**src/rtl/grammer_test_pkg.sv**
```systemverilog
// Shared definitions for the grammer_test command accumulator:
// opcode values, run/halt FSM states and status-word bit positions.
package grammer_test_pkg;

  localparam logic [3:0] OP_NOP   = 4'h0;
  localparam logic [3:0] OP_LOAD  = 4'h1;
  localparam logic [3:0] OP_ADD   = 4'h2;
  localparam logic [3:0] OP_SUB   = 4'h3;
  localparam logic [3:0] OP_AND   = 4'h4;
  localparam logic [3:0] OP_OR    = 4'h5;
  localparam logic [3:0] OP_XOR   = 4'h6;
  localparam logic [3:0] OP_SHL   = 4'h7;
  localparam logic [3:0] OP_SHR   = 4'h8;
  localparam logic [3:0] OP_CMPEQ = 4'h9;
  localparam logic [3:0] OP_CLRF  = 4'hA;
  localparam logic [3:0] OP_HALT  = 4'hF;

  typedef enum logic [1:0] {
    IDLE = 2'd0,
    RUN  = 2'd1,
    HALT = 2'd2
  } state_t;

  // Status word: {halted, flag, ovf, zero padding, cnt}
  localparam int ST_HALT_BIT = 31;
  localparam int ST_FLAG_BIT = 30;
  localparam int ST_OVF_BIT  = 29;

endpackage

```
**src/rtl/grammer_test_alu.sv**
```systemverilog
// Combinational ALU: computes the post-command accumulator, compare flag and
// sticky overflow for one command. Gating by FSM state is done in the top.
module grammer_test_alu
  import grammer_test_pkg::*;
(
  input  logic [31:0] acc,
  input  logic [3:0]  op,
  input  logic [15:0] imm,
  input  logic        flag,
  input  logic        ovf,
  output logic [31:0] acc_n,
  output logic        flag_n,
  output logic        ovf_n
);

  logic [31:0] imm_z;
  logic [31:0] imm_s;
  logic [31:0] sum;
  logic [31:0] diff;

  assign imm_z = {16'h0000, imm};
  assign imm_s = {{16{imm[15]}}, imm};
  assign sum   = acc + imm_s;
  assign diff  = acc - imm_s;

  // Signed overflow: operands that look alike (add) or differ (sub) in sign
  // produce a result whose sign differs from the accumulator's.
  always_comb begin
    acc_n  = acc;
    flag_n = flag;
    ovf_n  = ovf;
    case (op)
      OP_LOAD:  acc_n = imm_z;
      OP_ADD: begin
        acc_n = sum;
        if ((acc[31] == imm_s[31]) && (sum[31] != acc[31])) ovf_n = 1'b1;
      end
      OP_SUB: begin
        acc_n = diff;
        if ((acc[31] != imm_s[31]) && (diff[31] != acc[31])) ovf_n = 1'b1;
      end
      OP_AND:   acc_n = acc & imm_z;
      OP_OR:    acc_n = acc | imm_z;
      OP_XOR:   acc_n = acc ^ imm_z;
      OP_SHL:   acc_n = acc << imm[4:0];
      OP_SHR:   acc_n = acc >> imm[4:0];
      OP_CMPEQ: flag_n = (acc == imm_z);
      OP_CLRF: begin
        flag_n = 1'b0;
        ovf_n  = 1'b0;
      end
      default: ;
    endcase
  end

endmodule

```
**config.mk**
```make
export PLATFORM = sky130hd
export DESIGN_NAME = grammer_test_alu
export DESIGN_NICKNAME = d
export VERILOG_FILES = /design/src/rtl/grammer_test_pkg.sv /design/src/rtl/grammer_test_alu.sv
export SDC_FILE = /design/constraint.sdc
export NUM_CORES = 1
export LEC_CHECK = 0
export ABC_CLOCK_PERIOD_IN_PS = 14100
export BUFFER_PORTS_ARGS = -buffer_cell sky130_fd_sc_hd__buf_2
export CAP_MARGIN = 20
export CORE_ASPECT_RATIO = 1.2
export CORE_MARGIN = 5
export CORE_UTILIZATION = 65
export DETAILED_ROUTE_END_ITERATION = 16
export PLACE_DENSITY = 0.95
export SYNTH_ARGS = -nofsm -noshare
export SYNTH_HDL_FRONTEND = slang
export SYNTH_SLANG_ARGS = --single-unit
```
**constraint.sdc**
```tcl
create_clock -name vclk -period 14.1
set_input_delay 2.82 -clock vclk [all_inputs]
set_output_delay 2.82 -clock vclk [all_outputs]
set_load 0.01 [all_outputs]
```
**Yosys cells after proc, flatten, opt, wreduce, memory -nomap -nowiden**

Index checks and enable logic that the tools add are counted.

- Logic and storage cells: 29
- Memory bits (writable): 0
- Input bits: 54
- Memories kept: 0
- Bits in read-only memories: 0
- Bits in latches: 0
- Output and inout port bits: 34
- Register bits after elaboration: 0

- Bitwise logic cells: 3
- Reduce and logical (&&, ||, !) cells: 2
- Equality and inequality tests: 15
- Divide/modulo/power cells: 0
- Muxes and demuxes: 5
- Add/subtract/negate cells: 2
- $mul: 0
- Shift-type cells: 2
- $lt $le $gt $ge: 0

Operators by type and width:

| cell | number |
|---|---|
| $pmux 32 s8 | 1 |
| $add 32x32->32 | 1 |
| $and 32x16->32 | 1 |
| $eq 32x16->1 | 1 |
| $or 32x16->32 | 1 |
| $shl 32x5->32 | 1 |
| $shr 32x5->32 | 1 |
| $sub 32x32->32 | 1 |
| $xor 32x16->32 | 1 |
| $eq 4x3->1 const B | 4 |
| $eq 4x4->1 const B | 3 |
| $eq 4x2->1 const B | 2 |
| $eq 4x1->1 const B | 1 |
| $ne 1x1->1 | 3 |
| $pmux 1 s3 | 1 |
| $logic_and 1x1->1 | 2 |
| $mux 1 | 2 |
| $pmux 1 s2 | 1 |
| $eq 1x1->1 | 1 |

**Longest topological paths before layout**

- Depth after elaboration: 5
- Mapped depth: 15

**Least setup slack after synthesis**

OpenSTA, ideal clock, no wires.

- Path type: input port to output port
- Start: input port imm[2]
- End: output port acc_n[30]
- Cell stages on the path: 14
- Buffers on the path: 3
- Setup slack: 5.100 ns
- Arrival time: 6.180 ns
- Cells stage by stage: clkbuf_1 -> inv_2 -> buf_1 -> clkbuf_1 -> ha_1 -> nand2b_1 -> a21oi_1 -> o21ai_1 -> a21o_1 -> o31a_2 -> or4_4 -> a211o_1 -> a41oi_2 -> o32a_1

- Cells in the longest elaborated chain, start to end: 2
- Elaborated cells on any way between the ends: 5

RTL lines:

| element | line | RTL |
|---|---|---|
| start, declared | grammer_test_alu.sv:8 | `input logic [15:0] imm,` |
| $sub 32x32->32 (tied with other cells) | grammer_test_alu.sv:24 | `assign diff = acc - imm_s;` |
| $pmux 32 s8 * | grammer_test_alu.sv:32 | `case (op)` |
| end, declared | grammer_test_alu.sv:11 | `output logic [31:0] acc_n,` |

Mark *: on every way between the ends. The rest lies on a longest branch, timed or not.

**Final worst setup path**

- Start: input port imm[2]
- End: output port ovf_n

- Cells in the longest elaborated chain, start to end: 5
- Elaborated cells on any way between the ends: 9

RTL lines:

| element | line | RTL |
|---|---|---|
| $sub 32x32->32 or $add 32x32->32 (tied branches) | grammer_test_alu.sv:24, grammer_test_alu.sv:23 |  |
| $ne 1x1->1 (on tied branches) | grammer_test_alu.sv:40, grammer_test_alu.sv:36 |  |
| $logic_and 1x1->1 (on tied branches) | grammer_test_alu.sv:40, grammer_test_alu.sv:36 |  |
| $mux 1 (on tied branches) | grammer_test_alu.sv:40, grammer_test_alu.sv:36 |  |
| $pmux 1 s3 * | grammer_test_alu.sv:32 |  |
| end, declared | grammer_test_alu.sv:13 | `output logic ovf_n` |

Marked as above.

==> flow_summary.yaml <==
run_status:
  status: "finished clean"
power:
  p_leak_nw: 3.46
  power_density_mw_per_mm2: 45.2
  ir_worst_vdd_mv: 0.0288
finish:
  seq_area_um2: 0
  multi_input_area_mm2: 0.00754
  seq_cell_count: 0
  nets: 1343
  layout-drive-gt1-share_pct: 15.7
  syn2layout_area_growth_pct: 5.23
  clockBufferCount: 0
  fill_cells: 1135
placement:
  port-buffer-count: 88
  post-place-ws_ns: 4.37
  finalWeightedCongestion: 1.11
  post-dp-hpwl_um: 27100
floorplanning:
  die_y_um: 133
  die-area_mm2: 0.0149
  die_w_um: 112
  io_pins: 88
  initial_core_util_pct: 66.7
  rows: 44
  core-area_mm2: 0.0122
timing:
  finalCritPeriodShare_pct: 70.5
  fin_crit_ns: 9.95
  drv_slew: 0
  worst_slack_ns: 4.15
  fmax_mhz: 101
  setup_violations: 0
  rsz0062_at_grt: "false"
  tightest_slew_ns: 1.13
  setup_tns_ns: 0
  slew_headroom_pct: 24.6
  hold_viol_final: 0
setup_path:
  cp-end-kind: "output port"
  cp_cell_sequence: "buf_2 -> buf_4 -> inv_2 -> ha_1 -> nor3_1 -> nor2b_1 -> a211o_1 -> a31oi_2 -> o41ai_2 -> a21oi_1 -> a31o_2 -> o21ba_2 -> o32ai_1 -> buf_2"
  cp_data_arrival_time_ns: 7.13
  worst-path-buf-inv: 4
  cpMostUsedCell: "buf_2"
  crit_family: "compound AO/OA/AOI/OAI gates"
  worstPathRequired_ns: 11.28
  path_class: "in2out"
  slowest_stage: "inv_2"
  cp-start-kind: "input port"
  path_max_fanout: 53
  crit_path_max_incr_delay_ns: 0.80
synth:
  synth_area_mm2: 0.00816
  syn_nets: 1329
  synth_common_cells: "152 x nor2_1, 113 x a21oi_1, 92 x nand2_1"
  seq_area_frac_synth_pct: 0
  synth_area_per_cell_um2: 6.85
  synth_area_leaders: "mux4_2 14%, ha_1 13%, nor2_1 7.0%, a21oi_1 6.9%, o21ai_0 5.3%"
  synth_warnings: 0
  yosysUniqueCellTypes: 81
  post-synth-top-area-cell: "mux4_2"
  synth_top_area_share_pct: 13.8
  yosysMostFrequentCell: "nor2_1"
  synth_cells: 1191
global_routing:
  grtUsageTotal_pct: 45.8
  grt_max_degree: 81
  grt_overflow: 0
  grt_pass1_wl_um: 55100
  grt_pass1_vias: 9655
  antenna_found_initial: 2
drt:
  viasPerCell: 7.84
  drt_iter0_drc: 2321
  drc_errors: 0
  drtAntennaViolNets: 0
  drt_pass1_iterations: 6
  routedWlPerCell_um: 26.1
  vias: 10700
  wl_um: 35700
cts:
  post_cts_buffers: 0
  cts_hold_buffers: 0
  ctsResizeCount: 0
run:
  drv_cap: 0
min_path:
  hold_class: "in2out"
placed cells by master (no fill, tap or decap), types with 5 or more instances in the layout:
cell type and n:
a211o_1 8, a211oi_1 18, a21o_1 19, a21oi_1 113
a221oi_1 21, a222oi_1 7, a22oi_1 21, a31oi_1 11
a32oi_1 12, and2_1 5, buf_2 87, buf_4 19
ha_1 82, inv_1 67, mux2i_1 26, mux4_2 50
nand2_1 92, nand2b_1 17, nand3_1 18, nand4_1 8
nor2_1 152, nor2b_1 8, nor3_1 37, nor4_1 10
o2111ai_1 7, o211ai_1 20, o21ai_0 87, o21bai_1 11
o221a_2 6, o221ai_1 10, o22ai_1 20, o31ai_1 14
or2_2 5, or3_1 15, xnor2_1 6
final cells by class:
class | instances | area share [%]
Antenna cell | 1 | 0.0292
Inverter | 71 | 3.10
Multi-Input combinational cell | 1026 | 87.8
Tap cell | 161 | 2.35
Timing Repair Buffer | 106 | 6.73
through the flow:
stage                     hold slack [ns]  utilization [%]  total power [mW]  cells  instance area [um2]
final                                6.06             70.2             0.388   1365                 8580
after global placement               6.04             70.2             0.365   1364                 8580
after global routing                 6.09             70.2             0.411   1365                 8580
after CTS                            6.03             70.2             0.369   1364                 8580
after detailed placement             6.03             70.2             0.368   1364                 8580
after floorplan                      5.77                -             0.252   1191                 8160
tightest hold or removal path, delay by kind of cell:
family,cells,cell delay [ns]
AOI/OAI and AO/OA,1,0.07
buffers and inverters,2,0.26
and+or+nand+nor,1,0.09
power by group:
group          internal (mW)  switching, mW     total (mW)
Clock          0.00000000948              0  0.00000000949
Sequential                 0              0              0
Combinational          0.138          0.250          0.388
Total                  0.138          0.250          0.388
metal layers:
metal  vias up  track usage, %  wire [um]
met5         -               0         13
met4         2            21.3       2380
met3       223            11.1       6010
met2      1061            68.7      15000
met1      4798            62.0      12300
li1       4618               -          -
logic make-up after synthesis:
family                     count (synthesis)  synth area share [%]
AOI/OAI and AO/OA                        471                  39.5
and+or+nand+nor                          386                  21.4
adders and majority gates                 84                  13.1
muxes                                     78                  17.3
buffers and inverters                    165                  8.04
xor gates and xnor gates                   7                 0.752
final timing paths:
check / start / to / slack [ns] / depth (start not counted)
worst max-delay path: imm[2] / ovf_n / 4.15 / 14
worst min-delay path: flag / flag_n / 6.06 / 4
Power figures use the tool's default switching activity.
